[config.mk]
export PLATFORM = sky130hd
export DESIGN_NAME = mem_port_arbiter
export DESIGN_NICKNAME = d
export VERILOG_FILES = /design/src/rtl/mem_port_arbiter.sv
export SDC_FILE = /design/constraint.sdc
export NUM_CORES = 1
export LEC_CHECK = 0
export ABC_AREA = 0
export BUFFER_PORTS_ARGS = -buffer_cell sky130_fd_sc_hd__buf_2
export CAP_MARGIN = 20
export CELL_PAD_IN_SITES_DETAIL_PLACEMENT = 2
export CELL_PAD_IN_SITES_GLOBAL_PLACEMENT = 2
export CORE_UTILIZATION = 25
export CTS_CLUSTER_DIAMETER = 100
export DETAILED_ROUTE_END_ITERATION = 10
export HOLD_SLACK_MARGIN = 0.12
export PLACE_DENSITY = 0.81
export SYNTH_ARGS = -nofsm -noshare
export SYNTH_HDL_FRONTEND = slang
export SYNTH_SLANG_ARGS = --single-unit
[constraint.sdc]
create_clock -name CLK -period 2.2 [get_ports CLK]
set_input_delay 0.22 -clock CLK [delete_from_list [all_inputs] [get_ports CLK]]
set_output_delay 0.22 -clock CLK [all_outputs]
set_load 0.005 [all_outputs]
[src/rtl/mem_port_arbiter.sv]
// Arbitrates one single-port synchronous memory between instruction fetch and
// load/store data; data wins by default, a starvation counter forces fetch through.
module mem_port_arbiter #(
  parameter int ADDR_W     = 12,
  parameter int DATA_W     = 32,
  parameter int MEM_LAT    = 2,
  parameter int STARVE_MAX = 4
) (
  input  logic              CLK,
  input  logic              RST,
  input  logic              I_REQ,
  input  logic [ADDR_W-1:0] I_ADDR,
  output logic [DATA_W-1:0] I_RDATA,
  output logic              I_VALID,
  input  logic              D_REQ,
  input  logic              D_WE,
  input  logic [ADDR_W-1:0] D_ADDR,
  input  logic [DATA_W-1:0] D_WDATA,
  input  logic [3:0]        D_BE,
  output logic [DATA_W-1:0] D_RDATA,
  output logic              D_VALID,
  output logic              M_EN,
  output logic              M_WE,
  output logic [ADDR_W-1:0] M_ADDR,
  output logic [DATA_W-1:0] M_WDATA,
  output logic [3:0]        M_BE,
  input  logic [DATA_W-1:0] M_RDATA,
  output logic              BUSY,
  output logic              OWNER,
  output logic [1:0]        DBG_STATE,
  output logic [3:0]        DBG_STARVE
);

  // Handshake: a requester raises REQ (level) with its address/data stable in
  // the IDLE cycle it is sampled; the access completes with a one-cycle VALID.
  // REQ is only looked at in IDLE, so dropping it early still completes the
  // access and holding it through RESP issues a fresh request.
  typedef enum logic [1:0] {
    S_IDLE  = 2'd0,
    S_ISSUE = 2'd1,
    S_WAIT  = 2'd2,
    S_RESP  = 2'd3
  } state_t;

  localparam logic [3:0] LAT_M1     = 4'(MEM_LAT - 1);
  localparam logic [3:0] STARVE_LIM = 4'(STARVE_MAX);

  state_t     state;
  logic [3:0] wait_cnt;
  logic [3:0] starve_cnt;
  logic       xfer_store;
  logic       grant_data;

  // Data wins a tie unless fetch has already lost STARVE_MAX times in a row.
  always_comb begin
    grant_data = D_REQ && !(I_REQ && (starve_cnt == STARVE_LIM));
  end

  assign DBG_STATE  = state;
  assign DBG_STARVE = starve_cnt;

  always_ff @(posedge CLK) begin
    if (RST) begin
      state      <= S_IDLE;
      wait_cnt   <= '0;
      starve_cnt <= '0;
      xfer_store <= 1'b0;
      I_RDATA    <= '0;
      I_VALID    <= 1'b0;
      D_RDATA    <= '0;
      D_VALID    <= 1'b0;
      M_EN       <= 1'b0;
      M_WE       <= 1'b0;
      M_ADDR     <= '0;
      M_WDATA    <= '0;
      M_BE       <= '0;
      BUSY       <= 1'b0;
      OWNER      <= 1'b0;
    end else begin
      I_VALID <= 1'b0;
      D_VALID <= 1'b0;
      M_EN    <= 1'b0;
      M_WE    <= 1'b0;
      M_ADDR  <= '0;
      M_WDATA <= '0;
      M_BE    <= '0;
      unique case (state)
        S_IDLE: begin
          if (I_REQ && grant_data) begin
            starve_cnt <= (starve_cnt == STARVE_LIM) ? starve_cnt : starve_cnt + 4'd1;
          end else begin
            starve_cnt <= '0;
          end
          if (I_REQ || D_REQ) begin
            state      <= S_ISSUE;
            BUSY       <= 1'b1;
            OWNER      <= grant_data;
            xfer_store <= grant_data & D_WE;
            M_EN       <= 1'b1;
            // The winner's request is captured straight into the memory-side
            // registers, which then present it during the ISSUE cycle.
            if (grant_data) begin
              M_WE    <= D_WE;
              M_ADDR  <= D_ADDR;
              M_WDATA <= D_WDATA;
              M_BE    <= D_BE;
            end else begin
              M_WE    <= 1'b0;
              M_ADDR  <= I_ADDR;
              M_WDATA <= '0;
              M_BE    <= 4'hF;
            end
          end
        end
        S_ISSUE: begin
          state    <= S_WAIT;
          wait_cnt <= LAT_M1;
        end
        S_WAIT: begin
          if (wait_cnt == 4'd0) begin
            state <= S_RESP;
            if (OWNER) begin
              if (!xfer_store) begin
                D_RDATA <= M_RDATA;
              end
              D_VALID <= 1'b1;
            end else begin
              I_RDATA <= M_RDATA;
              I_VALID <= 1'b1;
            end
          end else begin
            wait_cnt <= wait_cnt - 4'd1;
          end
        end
        S_RESP: begin
          state <= S_IDLE;
          BUSY  <= 1'b0;
          OWNER <= 1'b0;
        end
        default: state <= S_IDLE;
      endcase
    end
  end

endmodule

Word level (Yosys, flattened, before mapping)
Index checks and enable logic that the tools add are counted.
{ "classes": {"muxes": 16, "eq_ne": 8, "reduce_logical": 20, "bitwise": 8, "n_addsub": 2} }
{ "op_table": {"columns": ["op", "n"], "rows": [
  ["4-bit two-way mux", 4],
  ["12-bit two-way mux", 1],
  ["2-bit AND reduction", 5],
  ["2-bit != test, second input constant", 4],
  ["2-bit case mux with 4 select lines", 1],
  ["4-bit case mux with 2 select lines", 1],
  ["1-bit inverter", 7],
  ["3-bit OR reduction", 2],
  ["1-bit two-way mux", 5],
  ["4-bit by 1-bit adder with 4-bit output, second input constant", 1],
  ["2-bit equality test, second input constant", 2],
  ["4-bit by 3-bit equality test with 1-bit output, second input constant", 1],
  ["4-bit zero test", 1],
  ["2-bit two-way mux", 2],
  ["1-bit case mux with 2 select lines", 2],
  ["4-bit AND reduction", 1],
  ["2-bit nonzero test", 2],
  ["4-bit OR reduction", 1],
  ["4-bit by 1-bit subtractor with 4-bit output, second input constant", 1],
  ["1-bit logical AND", 3],
  ["3-bit AND reduction", 1],
  ["2-bit by 1-bit equality test with 1-bit output, second input constant", 1],
  ["2-bit zero test", 1],
  ["2-bit OR reduction", 1],
  ["3 further kinds", 3]
]} }
{ "word_totals": {"inputBits": 97, "register_bits": 129, "out_inout_bits": 124} }

Longest topological paths before layout
{ "logic_depth": {"depth_word": 7, "ltp_mapped": 8, "depth_no_buf": 5} }

Worst setup path after synthesis
No wires, ideal clock.
{ "synth_timing": {"path_type": "reg2reg", "start": "register state[0] (netlist: DBG_STATE[0])", "end": "register I_RDATA[10]", "slack_ps": 556, "setup_ps": 119, "n_path_buf": 3, "synth_period_minus_slack_ps": 1644, "arrival_time_ps": 1525, "stages_incl_launch_ff": 9, "cell_sequence": "dfxtp_1 inv_1 ha_1 buf_4 and4bb_4 nor2b_4 buf_6 buf_12 mux2i_1"} }
{ "synth_between": {"elab_chain_cells": 2} }
{ "synth_rtl": {"columns": ["element", "line_no", "text"], "rows": [
  ["start, declared", "48", "state_t state;"],
  ["start signal, assigned", "64", "state <= S_IDLE;"],
  ["start signal, assigned", "95", "state <= S_ISSUE;"],
  ["start signal, assigned", "116", "state <= S_WAIT;"],
  ["2-bit equality test", "87", "unique case (state)"],
  ["3-bit AND reduction (no source line)", null, null],
  ["end signal, assigned", "68", "I_RDATA <= '0;"],
  ["end signal, assigned", "128", "I_RDATA <= M_RDATA;"],
  ["end, declared", "13", "output logic [DATA_W-1:0] I_RDATA,"]
]} }
No other way between the ends.
A chain may end at the register's enable or synchronous reset.

Final worst setup path
{ "layout_timing": {"start": "register state[0] (netlist: DBG_STATE[0])", "end": "register D_RDATA[17]"} }
{ "layout_between": {"elab_chain_cells": 2} }
{ "layout_rtl": {"columns": ["element", "line_no", "text"], "rows": [
  ["2-bit equality test", "87", null],
  ["4-bit AND reduction (no source line)", null, null],
  ["end signal, assigned", "70", "D_RDATA <= '0;"],
  ["end signal, assigned", "124", "D_RDATA <= M_RDATA;"],
  ["end, declared", "20", "output logic [DATA_W-1:0] D_RDATA,"]
]} }
No other way between the ends.

==> results by group <==
Outcome
  – Status: finished clean

Worst setup path
  – CP arrival: 2350 ps
  – Critical path's largest stage delay: 430 ps
  – Crit path cell chain: inv_1 > ha_1 > and4bb_4 > nand3b_2 > buf_4 > mux2i_1
  – Register-to-register setup slack: 170 ps
  – Worst r2r dst: D_RDATA[17]
  – Startpoint Class: flop
  – Crit-path slowest cell: buf_4
  – Worst reg2reg startpoint: DBG_STATE[0]
  – Worst-case reg-to-reg path depth: 6
  – Worst path required time: 2520 ps
  – Setup CP Type: reg2reg
  – CP endpoint kind: flop
  – Max Fanout on Critical Path: 27

Layout
  – Most frequent cells in the layout: 220 x buf_2, 129 x dfxtp_1, 99 x nand2_1
  – Commonest non-fill, non-tap cell in the layout: buf_2
  – Utilization after layout: 0.405
  – P&R area growth vs syn: 57.8%
  – Nets: 882
  – Layout Cells excl Fill: 1028
  – Share of cells above drive strength 1: 0.332

STA
  – RSZ-0062 raised after global routing: no
  – Final setup viols: 0
  – Worst-Margin Slew: 708 ps
  – Max_slew headroom: 0.527
  – Post-Route Skew: 7.81 ps
  – Fin Setup TNS: 0 ps
  – Fin crit period: 2030 ps
  – Pins Over Slew Limit: 0
  – Fin. Hold Viols: 0
  – Period Utilization, post-route: 0.922
  – Peak Freq: 0.493 GHz

Min path
  – Hold EP: I_VALID
  – Worst Hold Class: in2reg
  – HP Start: RST
  – Hold Crit Depth: 2

Clocking
  – Clk sinks: 129
  – CTS tree: done
  – Postcts setup bufs: 0
  – # resized after CTS: 0
  – H-tree depth: 4
  – Root buffer cell: clkbuf_16
  – Number of CTS-inserted buffers: 17
  – Max Root-Sink Buffers: 2
  – Reg clk slew, reported paths: 60 ps
  – Hold_buf cts: 93
  – Clk_lat worst skew: 410 ps

Global route
  – First-pass GRT wire length: 29.9 mm
  – GRT Residual Overflow: 0
  – Largest net degree at the start of global routing: 101
  – Initial antenna violation count: 3
  – Vias in the first global route: 5343
  – Gr usage total: 0.198

Yosys
  – Seq/Total Area, Yosys: 0.536
  – Synth cell types: 48
  – Cell Area, Synth: 0.00482 mm²
  – Syn nets: 578
  – Synth Register Bits: 129
  – Syn Area/Cell: 10.2 µm²
  – Synth Instances: 473
  – Yosys Warn Count: 0

Placement
  – I/O Buffers: 220
  – Post-DP HPWL: 11.7 mm
  – Global placer's final weighted congestion: 0.760
  – Placed Instances: 899

Floorplanning
  – Die height: 141 µm
  – IO Pins: 221
  – Rows: 50
  – Chip width: 141 µm
  – Initial Util: 0.257
  – Die area: 0.0198 mm²
  – Core area: 0.0188 mm²

Pwr
  – Leak: 3.71 nW
  – PD cells: 962 mW/mm²
  – VDD IR max: 448 µV

Route
  – Total Routed Length: 19.2 mm
  – DR vias: 4646
  – Via/cell ratio: 4.52
  – Average routed wire per standard cell: 18.7 µm
  – ANT nets after route: 0
  – 1st-iter DRT viols: 108
  – DRC violations left: 0
  – Pre-Repair DR Iteration Count: 4

Run
  – Max_cap viols: 0
==> worst max-delay path by stage <==
stage | slack [ps] | cells after the start | to | from
6_report | 170 | 6 | D_RDATA[17] | DBG_STATE[0]
5_1_grt | 40 | 6 | D_RDATA[17] | DBG_STATE[0]
4_1_cts | 180 | 6 | D_RDATA[1] | DBG_STATE[0]
3_5_place_dp | 200 | 6 | D_RDATA[0] | DBG_STATE[0]
3_3_place_gp | 370 | 6 | D_RDATA[19] | DBG_STATE[0]
2_1_floorplan | 560 | 8 | I_RDATA[10] | DBG_STATE[0]
==> critical path, delay by kind of cell (launching register included) <==
kind / cells / cell delay, ps
adder cells (fa/ha/maj): 1 / 330
buffers and inverters: 2 / 540
flip-flops: 1 / 380
multiplexers: 1 / 310
AND/OR/NAND/NOR: 2 / 360
==> per-layer routing <==
metal	share of wire	track usage
met1	0.38	0.196
met2	0.54	0.381
met3	0.049	0.0445
met5	0	0
met4	0.038	0.110
==> sequential cells by signal (all words and copies together) (netlist names) <==
register and flops:
BUSY 1, DBG_STARVE 4, DBG_STATE 2, D_RDATA 32, D_VALID 1, I_RDATA 32
I_VALID 1, M_ADDR 12, M_BE 4, M_EN 1, M_WDATA 32, M_WE 1
OWNER 1, wait_cnt 4, xfer_store 1
==> metrics by stage <==
stage                     power [W]  setup slack (ps)  area, µm²  hold slack [ps]
final                       0.00731               172       7600              178
after global routing        0.00768              37.6       7600              202
after CTS                   0.00737               185       7590              169
after detailed placement    0.00425               201       6050              425
after global placement      0.00413               372       6050              425
after floorplan             0.00370               556       4820              342
==> Yosys cell counts (all sizes together) <==
library cell / number / share of area
and4b: 1 / 0.0021
or4b: 1 / 0.0021
a21boi: 12 / 0.019
mux2i: 65 / 0.14
a21o: 1 / 0.0016
nand2: 99 / 0.077
a21oi: 7 / 0.0073
nor2: 3 / 0.0029
and4bb: 1 / 0.0034
mux2: 1 / 0.0023
nand4b: 3 / 0.0068
o211ai: 1 / 0.0016
a211o: 1 / 0.0018
o21a: 4 / 0.0062
o31ai: 1 / 0.0016
a32o: 1 / 0.0021
and3b: 1 / 0.0018
and3: 1 / 0.0013
and2: 34 / 0.044
a31oi: 2 / 0.0026
nor3: 3 / 0.0031
nand2b: 5 / 0.0065
nand4: 3 / 0.0039
buf: 19 / 0.035
dfxtp: 129 / 0.54
nand3b: 3 / 0.0055
nor3b: 2 / 0.0031
o21ai: 15 / 0.016
a311oi: 1 / 0.0018
ha: 8 / 0.021
clkbuf: 14 / 0.011
or3b: 1 / 0.0018
nor2b: 3 / 0.0055
nand3: 15 / 0.016
a211oi: 1 / 0.0016
inv: 9 / 0.0070
xor2: 1 / 0.0018
and4: 1 / 0.0018
==> cell type report <==
class                   count  area [µm²]
clock inverters            12         155
well taps                 234         293
inverters                   9        33.8
clock buffers              20         457
repair buffers            318        2090
multi-input cells         302        1980
diodes                      4        10.0
flip-flops and latches    129        2580
fillers                  2041       11200
==> logic make-up after synthesis <==
kind of cell               share of synthesized area
and+or+nand+nor                                0.188
DFF                                            0.536
muxes                                          0.137
AOI/OAI and AO/OA                             0.0623
buffers and inverters                         0.0532
adders and majority gates                     0.0208
xor gates and xnor gates                     0.00182
==> where the power goes <==
group	total, W	internal, W	switching (W)
clock	0.00296	0.00185	0.00111
sequential	0.00280	0.00263	0.000167
combinational	0.00156	0.000755	0.000806
No activity file was read; power rests on OpenSTA's default activity.
